### config.mk
export PLATFORM = sky130hd
export DESIGN_NAME = mem_access
export DESIGN_NICKNAME = d
export VERILOG_FILES = /design/src/rtl/mips_pkg.sv /design/src/rtl/mem_lane_align.sv /design/src/rtl/mem_access.sv
export SDC_FILE = /design/constraint.sdc
export NUM_CORES = 1
export LEC_CHECK = 0
export CAP_MARGIN = 15
export CORE_ASPECT_RATIO = 0.5
export CORE_UTILIZATION = 25
export CTS_CLUSTER_DIAMETER = 30
export DETAILED_ROUTE_END_ITERATION = 7
export SYNTH_ARGS = -nofsm -noshare
export SYNTH_HDL_FRONTEND = slang
export SYNTH_SLANG_ARGS = --single-unit
### constraint.sdc
create_clock -name clk -period 3 [get_ports clk]
set_input_delay 0.3 -clock clk [delete_from_list [all_inputs] [get_ports clk]]
set_output_delay 0.3 -clock clk [all_outputs]
set_load 0.01 [all_outputs]
### src/rtl/mips_pkg.sv
// Shared definitions for the multicycle MIPS core: one-hot core states and
// memory access size codes.
package mips_pkg;

  // One-hot core state encoding (only the states this slice cares about)
  localparam logic [5:0] ST_IF  = 6'b000001;
  localparam logic [5:0] ST_ID  = 6'b000010;
  localparam logic [5:0] ST_EX  = 6'b000100;
  localparam logic [5:0] ST_MEM = 6'b010000;
  localparam logic [5:0] ST_WB  = 6'b100000;

  // Data memory access size
  typedef enum logic [1:0] {
    SZ_B = 2'b00,
    SZ_H = 2'b01,
    SZ_W = 2'b10,
    SZ_X = 2'b11
  } msize_t;

  // Access attributes captured at MEM entry, used to extract the load lane
  typedef struct packed {
    msize_t     size;
    logic       sgn;
    logic [1:0] addr_lo;
  } mem_lat_t;

endpackage

### src/rtl/mem_lane_align.sv
// Combinational byte-lane handling for the data memory port: byte enables and
// replicated store data, load lane extraction with sign/zero extension, and
// the alignment check.
module mem_lane_align
  import mips_pkg::*;
(
  input  msize_t      size,
  input  logic        sgn,
  input  logic [1:0]  addr_lo,
  input  logic [31:0] sd,
  input  logic [31:0] rdata,
  output logic [3:0]  be,
  output logic [31:0] wdata,
  output logic [31:0] rext,
  output logic        misalign
);

  logic [7:0]  rbyte;
  logic [15:0] rhalf;

  // Lane select, enables and store replication
  always_comb begin
    be       = 4'b0000;
    wdata    = sd;
    rext     = rdata;
    misalign = 1'b0;
    rbyte    = rdata[8*addr_lo +: 8];
    rhalf    = addr_lo[1] ? rdata[31:16] : rdata[15:0];
    case (size)
      SZ_B: begin
        be    = 4'b0001 << addr_lo;
        wdata = {4{sd[7:0]}};
        rext  = {{24{sgn & rbyte[7]}}, rbyte};
      end
      SZ_H: begin
        be       = addr_lo[1] ? 4'b1100 : 4'b0011;
        wdata    = {2{sd[15:0]}};
        rext     = {{16{sgn & rhalf[15]}}, rhalf};
        misalign = addr_lo[0];
      end
      SZ_W: begin
        be       = 4'b1111;
        misalign = |addr_lo;
      end
      default: ;
    endcase
  end

endmodule

### src/rtl/mem_access.sv
// Memory-access stage of the multicycle MIPS core. On entry to MEM it runs a
// single req/ack transaction on the data memory port, aligns and extends load
// data, and holds the result on Readdata through writeback.
module mem_access
  import mips_pkg::*;
#(
  parameter int TIMEOUT = 16
) (
  input  logic        clk,
  input  logic        rst_n,
  input  logic [5:0]  state,
  input  logic        MemRead,
  input  logic        MemWrite,
  input  logic [1:0]  MemSize,
  input  logic        MemSigned,
  input  logic [31:0] AluResult,
  input  logic [31:0] StoreData,
  output logic [31:0] Readdata,
  output logic        mem_done,
  output logic        mem_err,
  output logic        dmem_req,
  output logic        dmem_we,
  output logic [31:0] dmem_addr,
  output logic [3:0]  dmem_be,
  output logic [31:0] dmem_wdata,
  input  logic [31:0] dmem_rdata,
  input  logic        dmem_ack
);

  localparam int CW = (TIMEOUT > 2) ? $clog2(TIMEOUT) : 1;
  localparam logic [CW-1:0] CNT_LAST = CW'(TIMEOUT - 1);

  typedef enum logic [1:0] {S_IDLE, S_ACC, S_DONE} fsm_t;

  fsm_t          fsm;
  logic          mem_q;
  logic [CW-1:0] cnt;
  mem_lat_t      lat;

  logic          is_mem, entry, use_live;
  msize_t        al_size;
  logic          al_sgn;
  logic [1:0]    al_lo;
  logic [3:0]    al_be;
  logic [31:0]   al_wdata, al_rext;
  logic          al_mis;
  logic          bad;

  assign is_mem = (state == ST_MEM);
  assign entry  = is_mem & ~mem_q;

  // While idle the aligner sees the live instruction so the entry decision and
  // the registered port fields come from it; afterwards it sees the captured
  // attributes so the ack-cycle lane extraction does not depend on the core
  // keeping its operands steady.
  assign use_live = (fsm == S_IDLE);
  assign al_size  = use_live ? msize_t'(MemSize) : lat.size;
  assign al_sgn   = use_live ? MemSigned : lat.sgn;
  assign al_lo    = use_live ? AluResult[1:0] : lat.addr_lo;

  mem_lane_align u_align (
    .size     (al_size),
    .sgn      (al_sgn),
    .addr_lo  (al_lo),
    .sd       (StoreData),
    .rdata    (dmem_rdata),
    .be       (al_be),
    .wdata    (al_wdata),
    .rext     (al_rext),
    .misalign (al_mis)
  );

  assign bad = (MemRead & MemWrite) | (MemSize == SZ_X) | al_mis;

  // MEM-stage control FSM with registered port and result outputs
  always_ff @(posedge clk or negedge rst_n) begin
    if (!rst_n) begin
      fsm        <= S_IDLE;
      mem_q      <= 1'b0;
      cnt        <= '0;
      lat        <= '0;
      Readdata   <= '0;
      mem_done   <= 1'b0;
      mem_err    <= 1'b0;
      dmem_req   <= 1'b0;
      dmem_we    <= 1'b0;
      dmem_addr  <= '0;
      dmem_be    <= '0;
      dmem_wdata <= '0;
    end else begin
      mem_q    <= is_mem;
      mem_done <= 1'b0;
      case (fsm)
        S_IDLE: begin
          if (entry) begin
            if (!MemRead && !MemWrite) begin
              mem_done <= 1'b1;
              fsm      <= S_DONE;
            end else if (bad) begin
              mem_err  <= 1'b1;
              mem_done <= 1'b1;
              fsm      <= S_DONE;
            end else begin
              dmem_req    <= 1'b1;
              dmem_we     <= MemWrite;
              dmem_addr   <= {AluResult[31:2], 2'b00};
              dmem_be     <= al_be;
              dmem_wdata  <= al_wdata;
              lat.size    <= msize_t'(MemSize);
              lat.sgn     <= MemSigned;
              lat.addr_lo <= AluResult[1:0];
              cnt         <= '0;
              fsm         <= S_ACC;
            end
          end
        end
        S_ACC: begin
          // Core moving on wins over a same-cycle ack: the instruction is gone
          if (!is_mem) begin
            dmem_req <= 1'b0;
            fsm      <= S_IDLE;
          end else if (dmem_ack) begin
            dmem_req <= 1'b0;
            if (!dmem_we) Readdata <= al_rext;
            mem_done <= 1'b1;
            fsm      <= S_DONE;
          end else if (cnt == CNT_LAST) begin
            dmem_req <= 1'b0;
            mem_err  <= 1'b1;
            mem_done <= 1'b1;
            fsm      <= S_DONE;
          end else begin
            cnt <= cnt + 1'b1;
          end
        end
        S_DONE: begin
          if (!is_mem) fsm <= S_IDLE;
        end
        default: fsm <= S_IDLE;
      endcase
    end
  end

endmodule

### Word level (Yosys, flattened, before mapping)

Cells that the tools add are included.

| word-level totals | value |
|---|---|
| output and inout port bits | 104 |
| bits of input ports | 110 |
| flip-flop bits (word level) | 114 |
| word-level logic and storage cells | 102 |

| cells by class | value |
|---|---|
| reductions and logical operators | 13 |
| bitwise logic cells | 10 |
| shift operators | 2 |
| $add $sub $neg | 1 |
| eq/ne operators | 17 |
| mux-type cells | 45 |

Operator list:

| operator | count |
|---|---|
| case mux 32 bit (2 select lines) | 2 |
| indexed part select 32 x 6 -> 8 bit | 1 |
| 2-to-1 mux 4 bit | 7 |
| 2-to-1 mux 1 bit | 19 |
| 2-to-1 mux 2 bit | 9 |
| 2-to-1 mux 16 bit | 1 |
| != test 2 bit, second input constant | 8 |
| AND reduction 7 bit | 2 |
| case mux 4 bit (3 select lines) | 1 |
| case mux 1 bit (2 select lines) | 4 |
| case mux 4 bit (2 select lines) | 1 |
| AND reduction 4 bit | 2 |
| equality test 2 bit, second input constant | 3 |
| equality test 6 x 5 -> 1 bit, second input constant | 1 |
| case mux 2 bit (3 select lines) | 1 |
| AND reduction 5 bit | 1 |
| adder 4 x 1 -> 4 bit, second input constant | 1 |
| AND 1 bit | 4 |
| equality test 2 x 1 -> 1 bit, second input constant | 2 |
| equality test 4 bit, second input constant | 1 |
| logical NOT 2 bit | 2 |
| != test 4 bit, second input constant | 1 |
| NOT 1 bit | 4 |
| left shift 1 x 2 -> 4 bit, first input constant | 1 |
| 7 further kinds | 9 |

### Longest topological paths before layout

Gate-level depths: netlist of run 1.

| logic depth | value |
|---|---|
| depth in word-level cells | 9 |
| depth in mapped cells | 8 |
| gate-level depth less buffers | 6 |

### Cells and area by module

Synthesis of run 1 repeated with hierarchy kept, for this count alone.

| unflattened totals | value |
|---|---|
| cells, all modules | 437 |
| area, all modules | 5592.9 um^2 |

Modules (own cells, without submodules):

| module | area an instance (um^2) | cells an instance | instances | sequential area each (um^2) |
|---|---|---|---|---|
| mem_access | 4535.6 | 291 | 1 | 2852.7 |
| mem_lane_align | 1057.3 | 146 | 1 | 0.0 |

### Worst setup path before layout of run 1

OpenSTA, ideal clock, no wires.

| path | value |
|---|---|
| path type | input to register |
| start | input port state[3] |
| end | register dmem_wdata[10] |
| data arrival time | 2185 ps |
| stages on the path | 6 |
| required time | 2873 ps |
| library setup time | 127 ps |
| setup slack | 688 ps |
| buffers on the path | 1 |
| cells stage by stage | or4b_1 or2_1 or3_4 nor2_8 buf_6 mux2_1 |

| between the ends | value |
|---|---|
| longest elaborated chain between the ends | 3 |

Ends and longest elaborated chain:

| item | RTL line | RTL |
|---|---|---|
| from (decl) | mem_access.sv:11 | `input logic [5:0] state,` |
| equality test 6 x 5 -> 1 bit | mem_access.sv:49 | `assign is_mem = (state == ST_MEM);` |
| AND 1 bit | mem_access.sv:50 | `assign entry = is_mem & ~mem_q;` |
| AND reduction 4 bit (no line) | n/a |  |
| to (signal assigned) | mem_access.sv:108 | `dmem_wdata <= al_wdata;` |
| to (decl) | mem_access.sv:25 | `output logic [31:0] dmem_wdata,` |

Every way passes these cells.
A chain may end at the register's enable or synchronous reset.

### Final worst setup path of run 1

| path | value |
|---|---|
| start | register fsm[0] |
| end | register Readdata[15] |

| between the ends | value |
|---|---|
| longest elaborated chain between the ends | 5 |
| elaborated cells between the ends (all ways) | 12 |
| those cells by class | 2 x eq/ne; 1 x shift; 5 x mux; 1 x bitwise; 3 x reduce/logical |

Ends and longest elaborated chain:

| item | RTL line | RTL |
|---|---|---|
| from (decl) | mem_access.sv:35 | `fsm_t fsm;` |
| from (signal assigned) | mem_access.sv:78 | `fsm <= S_IDLE;` |
| from (signal assigned) | mem_access.sv:98 | `fsm <= S_DONE;` |
| from (signal assigned) | mem_access.sv:102 | `fsm <= S_DONE;` |
| logical NOT 2 bit | mem_access.sv:56 | `assign use_live = (fsm == S_IDLE);` |
| 2-to-1 mux 2 bit | mem_access.sv:59 | `assign al_lo = use_live ? AluResult[1:0] : lat.addr_lo;` |
| indexed part select 32 x 6 -> 8 bit | mem_lane_align.sv:27 | `rbyte = rdata[8*addr_lo +: 8];` |
| AND 1 bit | mem_lane_align.sv:33 | `rext = {{24{sgn & rbyte[7]}}, rbyte};` |
| case mux 32 bit (2 select lines) | mem_lane_align.sv:29 | `case (size)` |
| to (signal assigned) | mem_access.sv:124 | `if (!dmem_we) Readdata <= al_rext;` |
| to (decl) | mem_access.sv:18 | `output logic [31:0] Readdata,` |

Several ways; a longest one is shown, not always the timed one.

==> results of run 1 <==
[metal layers]
| layer | part of all wire | routed length, um | vias up |
|---|---|---|---|
| met5 | 0 | 0 | - |
| li1 | - | - | 2211 |
| met1 | 0.44 | 8230 | 2323 |
| met4 | 0.018 | 327 | 0 |
| met2 | 0.51 | 9460 | 109 |
| met3 | 0.030 | 550 | 18 |
[through the flow]
step           hold WS, ps  area, sq um  cells
6_report              2.12         8870   1022
5_1_grt               66.4         8870   1022
4_1_cts               35.8         8870   1022
3_5_place_dp           480         8260    990
3_3_place_gp           470         8260    990
2_1_floorplan         4.41         5770    489
[cell families (layout without fill, tap and decap cells)]
kind of cell / count (synthesis) / in the layout / share of synthesized area
other cells: 1 / 2 / 0.000650
fa+ha+maj: 1 / 1 / 0.00217
buf+inv: 38 / 271 / 0.0408
xor+xnor: 1 / 1 / 0.00152
mux: 100 / 100 / 0.232
compound gates: 105 / 105 / 0.123
flops: 114 / 114 / 0.495
simple gates: 128 / 128 / 0.106
[state kept, by name (all words and copies together) (netlist names)]
register,flops
Readdata,32
cnt,4
dmem_addr,30
dmem_be,4
dmem_req,1
dmem_wdata,32
dmem_we,1
fsm,2
lat,5
mem_done,1
mem_err,1
mem_q,1
[power groups by stage]
stage	clock network (W)	registers (W)	logic (W)
2_1_floorplan	0	0.00177	0.000264
3_3_place_gp	0	0.00174	0.000769
3_5_place_dp	0	0.00174	0.000779
4_1_cts	0.00216	0.00172	0.000781
5_1_grt	0.00223	0.00173	0.000826
6_report	0.00211	0.00172	0.000775
[worst max-delay path: cells and delay by family (launching register included)]
kind	cells	cell delay, ps
AOI/OAI and AO/OA	3	1350
DFF	1	530
and+or+nand+nor	1	390
buffers and inverters	1	270
[final cells by class]
class	count	area, sq um
fillers	2171	13300
flip-flops and latches	114	2850
multi-input cells	337	2690
repair buffers	232	2320
clock buffers	21	460
well taps	300	375
clock inverters	11	155
inverters	7	26.3
[worst min path at each step]
| stage | cells after the start | endpoint | start |
|---|---|---|---|
| after global placement | 1 | dmem_wdata[13] | dmem_wdata[13] |
| after global routing | 1 | dmem_addr[28] | rst_n |
| final | 1 | dmem_addr[28] | rst_n |
| after CTS | 1 | dmem_addr[28] | rst_n |
| after floorplan | 0 | Readdata[0] | rst_n |
| after detailed placement | 1 | dmem_wdata[13] | dmem_wdata[13] |
[placed cells by master (no fill, tap or decap), types with 3 or more instances in the layout]
| cell type | count |
|---|---|
| bufinv_16 | 3 |
| mux2_4 | 60 |
| nor2b_1 | 5 |
| buf_12 | 4 |
| o221ai_1 | 7 |
| a221oi_1 | 17 |
| dfrtp_1 | 114 |
| inv_1 | 7 |
| a21oi_1 | 20 |
| o21a_1 | 8 |
| o21ai_0 | 19 |
| clkinv_4 | 6 |
| o31ai_1 | 4 |
| nor2_1 | 37 |
| and2_1 | 3 |
| clkbuf_16 | 17 |
| nor4b_1 | 3 |
| mux2i_1 | 10 |
| clkdlybuf4s50_1 | 210 |
| nand2_1 | 56 |
| nand3_1 | 3 |
| buf_4 | 18 |
| mux2_2 | 19 |
| mux2_1 | 10 |
| a31oi_1 | 21 |
==> metrics.md, run 1 <==
| Metric | Value |
|---|---|
| First-pass GRT wire length | 28.2 mm |
| Post-CTS Hold Buffers | 0 |
| Largest stage delay on the critical path | 850 ps |
| Clock skew | 13.1 ps |
| Clock power frac | 0.458 |
| TritonRoute pass-1 iters | 4 |
| ANT nets after route | 0 |
| Slew Limit Fails | 0 |
| Origin of the critical flop-to-flop path | fsm[0] |
| Initial antenna violation count | 0 |
| Horiz. Die Dim | 217 um |
| Die Y | approximately 110 um |
| Syn Std Cell Area | 0.00577 sq mm |
| Post-layout minimum cycle time | between 2000 and 3000 ps |
| Worst Tran Pin Value | roughly 1000 ps |
| Root buffer cell | clkbuf_16 |
| Clock slew at reported path FFs | ~60 ps |
| Final Hold Viols | 0 |
| Power per Cell Area | about 520 mW/mm^2 |
| Die footprint | 0.0237 sq mm |
| Syn Area/Cell | between 10 and 15 sq um |
| Top post-synthesis cells by count | 114 x dfrtp_1, 60 x mux2_4, 56 x nand2_1, 37 x nor2_1, 21 x a31oi_1 |
| Share of cells above drive strength 1 | 0.197 |
| Yosys reg bits | 114 |
| CP Class | flip-flop to flip-flop |
| Combinational Power Share | 0.168 |
| WP data required | 3310 ps |
| Int Pwr | 0.00347 W |
| Outcome | finished clean |
| Number of global-route vias before repair | roughly 5000 |
| Setup crit start | fsm[0] |
| Nature of the critical path startpoint | flip-flop |
| Worst Hold Class | input pin to asynchronous set/reset pin |
| Worst-Skew Late Latency | 420 ps |
| R2R depth | 5 |
| Synth cell types | between 50 and 60 |
| Most frequent cell after synthesis | dfrtp_1 |
| Net Sw Frac | 0.246 |
| Grt met1 use | 0.199 |
| Peak supply drop | 0.370 mV |
| CP Max Fanout | 24 |
| Post-Route WL | 18.6 mm |
| Area Overhead vs Synth | 53.9% |
| CP cell instances | or2_1, a21oi_1, o2111ai_1, buf_4, a221oi_1 |
| Overall power | 0.00460 W |
| Via count | 4661 |
| Tot GR Track Use | 0.156 |
| Busiest grt layer | met2 |
| Core Util, Final | 0.400 |
| CP Data Arrival Time | 2950 ps |
| Post-synth EDFFs | 0 |
| Leakage | 3.88 nW |
| FP Rows | 38 |
| Avg WL per Cell | 18.2 um |
| Vias per std cell | 4.56 |
| Met2 global-route usage | 0.264 |
| Yosys warnings | 0 |
| Setup ws final | 357 ps |
| Synth top area share | 0.495 |
| Initial Utilization | 0.260 |
| Clk sink count | about 110 |
| Grt ovf | 0 |
| Period utilization | 0.881 |
| Ant. Diodes | 0 |
| Critical path capture point type | flip-flop |
| Sequential fraction of the synthesis area | 0.495 |
| Gate Count Post-Synth | 488 |
| Slew HR | 0.317 |
| Setup_tns | 0 ps |
| Ranking of synthesized cells by area | dfrtp_1 49%, mux2_4 16%, mux2_2 3.7% |
| Final GP Congestion | around 0.88 |
| Num ports | roughly 210 |
| TritonCTS Buffers | 17 |
| Port bufs | between 200 and 250 |
| M3 GR Usage | 0.0337 |
| H-tree levels | 4 |
| Largest net degree at the start of global routing | 69 |
| FF-to-FF End | Readdata[15] |
| Slowest cell on crit path | a21oi_1 |
| Clock buffer depth | 2 |
| Reg2Reg Setup Slack | 360 ps |
| Main synth FF type | dfrtp_1 |
| Critical Path Sink | Readdata[15] |
| Post-CTS Setup Repair Bufs | 0 |
| Unrepaired setup endpoints after global routing | false |
| FMAX | 378 MHz |
| FFs w/ async S/R, synth | 1.00 |
| Post-synth top area cell | dfrtp_1 |
| Pre-CTS setup slack | 109 ps |
| MaxCap Viol Count | 0 |
| 1st-iter DRT viols | 239 |
| Detailed-route DRC error count | 0 |
| Setup Viol. Count Final | 0 |
| CTS resizes | 0 |
| TritonCTS clock tree | built |
| Core Box Area | 0.0222 sq mm |
| Final #Nets | 820 |
| DP HPWL | 13.8 mm |
| Flop pwr share | 0.373 |
| Sw power | ~0.0011 W |
(Power assumes the default switching activity.)
==> run 2: changes to the inputs <==
GPL_TIMING_DRIVEN = 0   (was not set)
==> metrics.md, run 2 (synthesized netlist as in run 1, its figures left out) <==
| Metric | Value |
|---|---|
| Power per Cell Area | 510 mW/mm^2 (was 519 mW/mm^2) |
| FP Rows | 38 (unchanged) |
| Leakage | 3.88 nW (about the same) |
| Clock slew at reported path FFs | 60 ps (about the same) |
| Tot GR Track Use | 0.160 (was 0.156) |
| Nature of the critical path startpoint | flip-flop (unchanged) |
| Period utilization | 0.924 (was 0.881) |
| Initial antenna violation count | 1 (was 0) |
| Peak supply drop | 0.319 mV (was 0.370 mV) |
| Slew Limit Fails | 0 (unchanged) |
| First-pass GRT wire length | 28.7 mm (was 28.2 mm) |
| Setup Viol. Count Final | 0 (unchanged) |
| Most common library cell in the layout ignoring fill and taps | clkdlybuf4s50_1 (unchanged) |
| Worst Hold Class | input pin to asynchronous set/reset pin (unchanged) |
| TritonCTS clock tree | built (unchanged) |
| Die Y | 109 um (unchanged) |
| Area Overhead vs Synth | 54.3% (was 53.9%) |
| Outcome | finished clean (unchanged) |
| Worst Tran Pin Value | 1070 ps (was 1020 ps) |
| Setup_tns | 0 ps (unchanged) |
| MaxCap Viol Count | 0 (unchanged) |
| Initial Utilization | 0.260 (unchanged) |
| TritonRoute pass-1 iters | 4 (unchanged) |
| Root buffer cell | clkbuf_16 (unchanged) |
| TritonCTS Buffers | 17 (unchanged) |
| Clock skew | 11.4 ps (was 13.1 ps) |
| Grt met1 use | 0.207 (was 0.199) |
| Final #Nets | 832 (was 820) |
| WP data required | 3280 ps (was 3310 ps) |
| CP Class | flip-flop to flip-flop (unchanged) |
| Slew HR | 0.278 (was 0.317) |
| Busiest grt layer | met2 (unchanged) |
| Final non-filler cell area | 0.00890 sq mm (was 0.00887 sq mm) |
| Worst-Skew Late Latency | 410 ps (was 420 ps) |
| Port bufs | 211 (unchanged) |
| Clk sink count | 114 (unchanged) |
| Detailed-route DRC error count | 0 (unchanged) |
| Largest net degree at the start of global routing | 69 (unchanged) |
| Grt ovf | 0 (unchanged) |
| Final Hold Viols | 0 (unchanged) |
| Hold WS | 402 ps (was 2.12 ps) |
| R2R depth | 7 (was 5) |
| Num ports | 214 (unchanged) |
| Clock buffer depth | 2 (unchanged) |
| Core Box Area | 0.0222 sq mm (unchanged) |
| H-tree levels | 4 (unchanged) |
| Unrepaired setup endpoints after global routing | false (unchanged) |
| # fillers | 2158 (was 2171) |
| CP Data Arrival Time | 3050 ps (was 2950 ps) |
| Horiz. Die Dim | 217 um (unchanged) |
| Met2 global-route usage | 0.271 (was 0.264) |
| Die footprint | 0.0237 sq mm (unchanged) |
| Via count | 4827 (was 4661) |
| Number of global-route vias before repair | 4872 (was 4971) |
| DP HPWL | 14.2 mm (was 13.8 mm) |
| Vias per std cell | 4.67 (was 4.56) |
| Overall power | 0.00454 W (was 0.00460 W) |
| ANT nets after route | 0 (unchanged) |
| Cell Count Post-Placement | 1001 (was 990) |
| Post-Route WL | 19.1 mm (was 18.6 mm) |
| DP Area | 0.00829 sq mm (was 0.00826 sq mm) |
| Largest regs | Readdata x32, dmem_wdata x32, dmem_addr x30 (unchanged) |
| Final GP Congestion | 0.803 (was 0.881) |
| Post-CTS Setup Repair Bufs | 0 (unchanged) |
| Share of cells above drive strength 1 | 0.187 (was 0.197) |
| Most frequent cells in the layout | 210 x clkdlybuf4s50_1, 114 x dfrtp_1, 60 x mux2_4 (unchanged) |
| FMAX | 361 MHz (was 378 MHz) |
| CP Max Fanout | 10 (was 24) |
| M3 GR Usage | 0.0282 (was 0.0337) |
| 1st-iter DRT viols | 276 (was 239) |
| Critical path capture point type | flip-flop (unchanged) |
| Post-layout minimum cycle time | 2770 ps (was 2640 ps) |
| Avg WL per Cell | 18.5 um (was 18.2 um) |
| Post-route insts no fill | 1034 (was 1022) |
[run 2: timing repair]
| action | 4_1_cts | 5_1_grt |
|---|---|---|
| hold buffers | 1 | 0 |
| gates resized for setup | 0 | 3 |
| setup endpoints to repair | 0 | 23 |
| hold endpoints to repair | 46 | 0 |
[run 2: final timing paths]
path / end / slack [ps] / start
worst max register to register: dmem_wdata[1] / 230 / fsm[0]
max in group asynchronous: dmem_addr[11] / 1860 / rst_n
worst min register to register: dmem_wdata[10] / 480 / dmem_wdata[10]
min in group clk: dmem_wdata[10] / 480 / dmem_wdata[10]
worst max-delay path: dmem_wdata[1] / 230 / fsm[0]
worst min-delay path: dmem_we / 400 / rst_n
[run 2: where the power goes]
part | switching, W | internal (W)
registers | 0.0000689 | 0.00164
logic | 0.000313 | 0.000466
clock network | 0.000729 | 0.00132
total | 0.00111 | 0.00343
[run 2: metal layers]
metal  part of all wire  up-vias
met1               0.43     2426
met4              0.015        0
met5                  0        -
met3              0.039       20
met2               0.51      126
li1                   -     2255
[run 2: final cells by class]
type                    count  area (sq um)  area share
diodes                      1          2.50    0.000281
plain buffers              31           209      0.0235
clock buffers              21           450      0.0506
clock inverters            10           135      0.0152
inverters                   7          26.3     0.00295
multi-input cells         337          2700       0.303
flip-flops and latches    114          2850       0.321
well taps                 300           375      0.0422
repair buffers            213          2150       0.242
[run 2: stage by stage]
step	util	worst slack, ps
4_1_cts	0.401	69.0
3_3_place_gp	0.373	-3210
6_report	0.402	228
3_5_place_dp	0.374	-104
5_1_grt	0.402	11.8
2_1_floorplan	-	688
[run 2: critical path: stages (launching register included)]
cell	delay, ps
dfrtp_1	430
or2_1	240
clkbuf_1	210
a31oi_1	540
o2111ai_2	290
nor2_8	370
buf_8	240
mux2_4	320
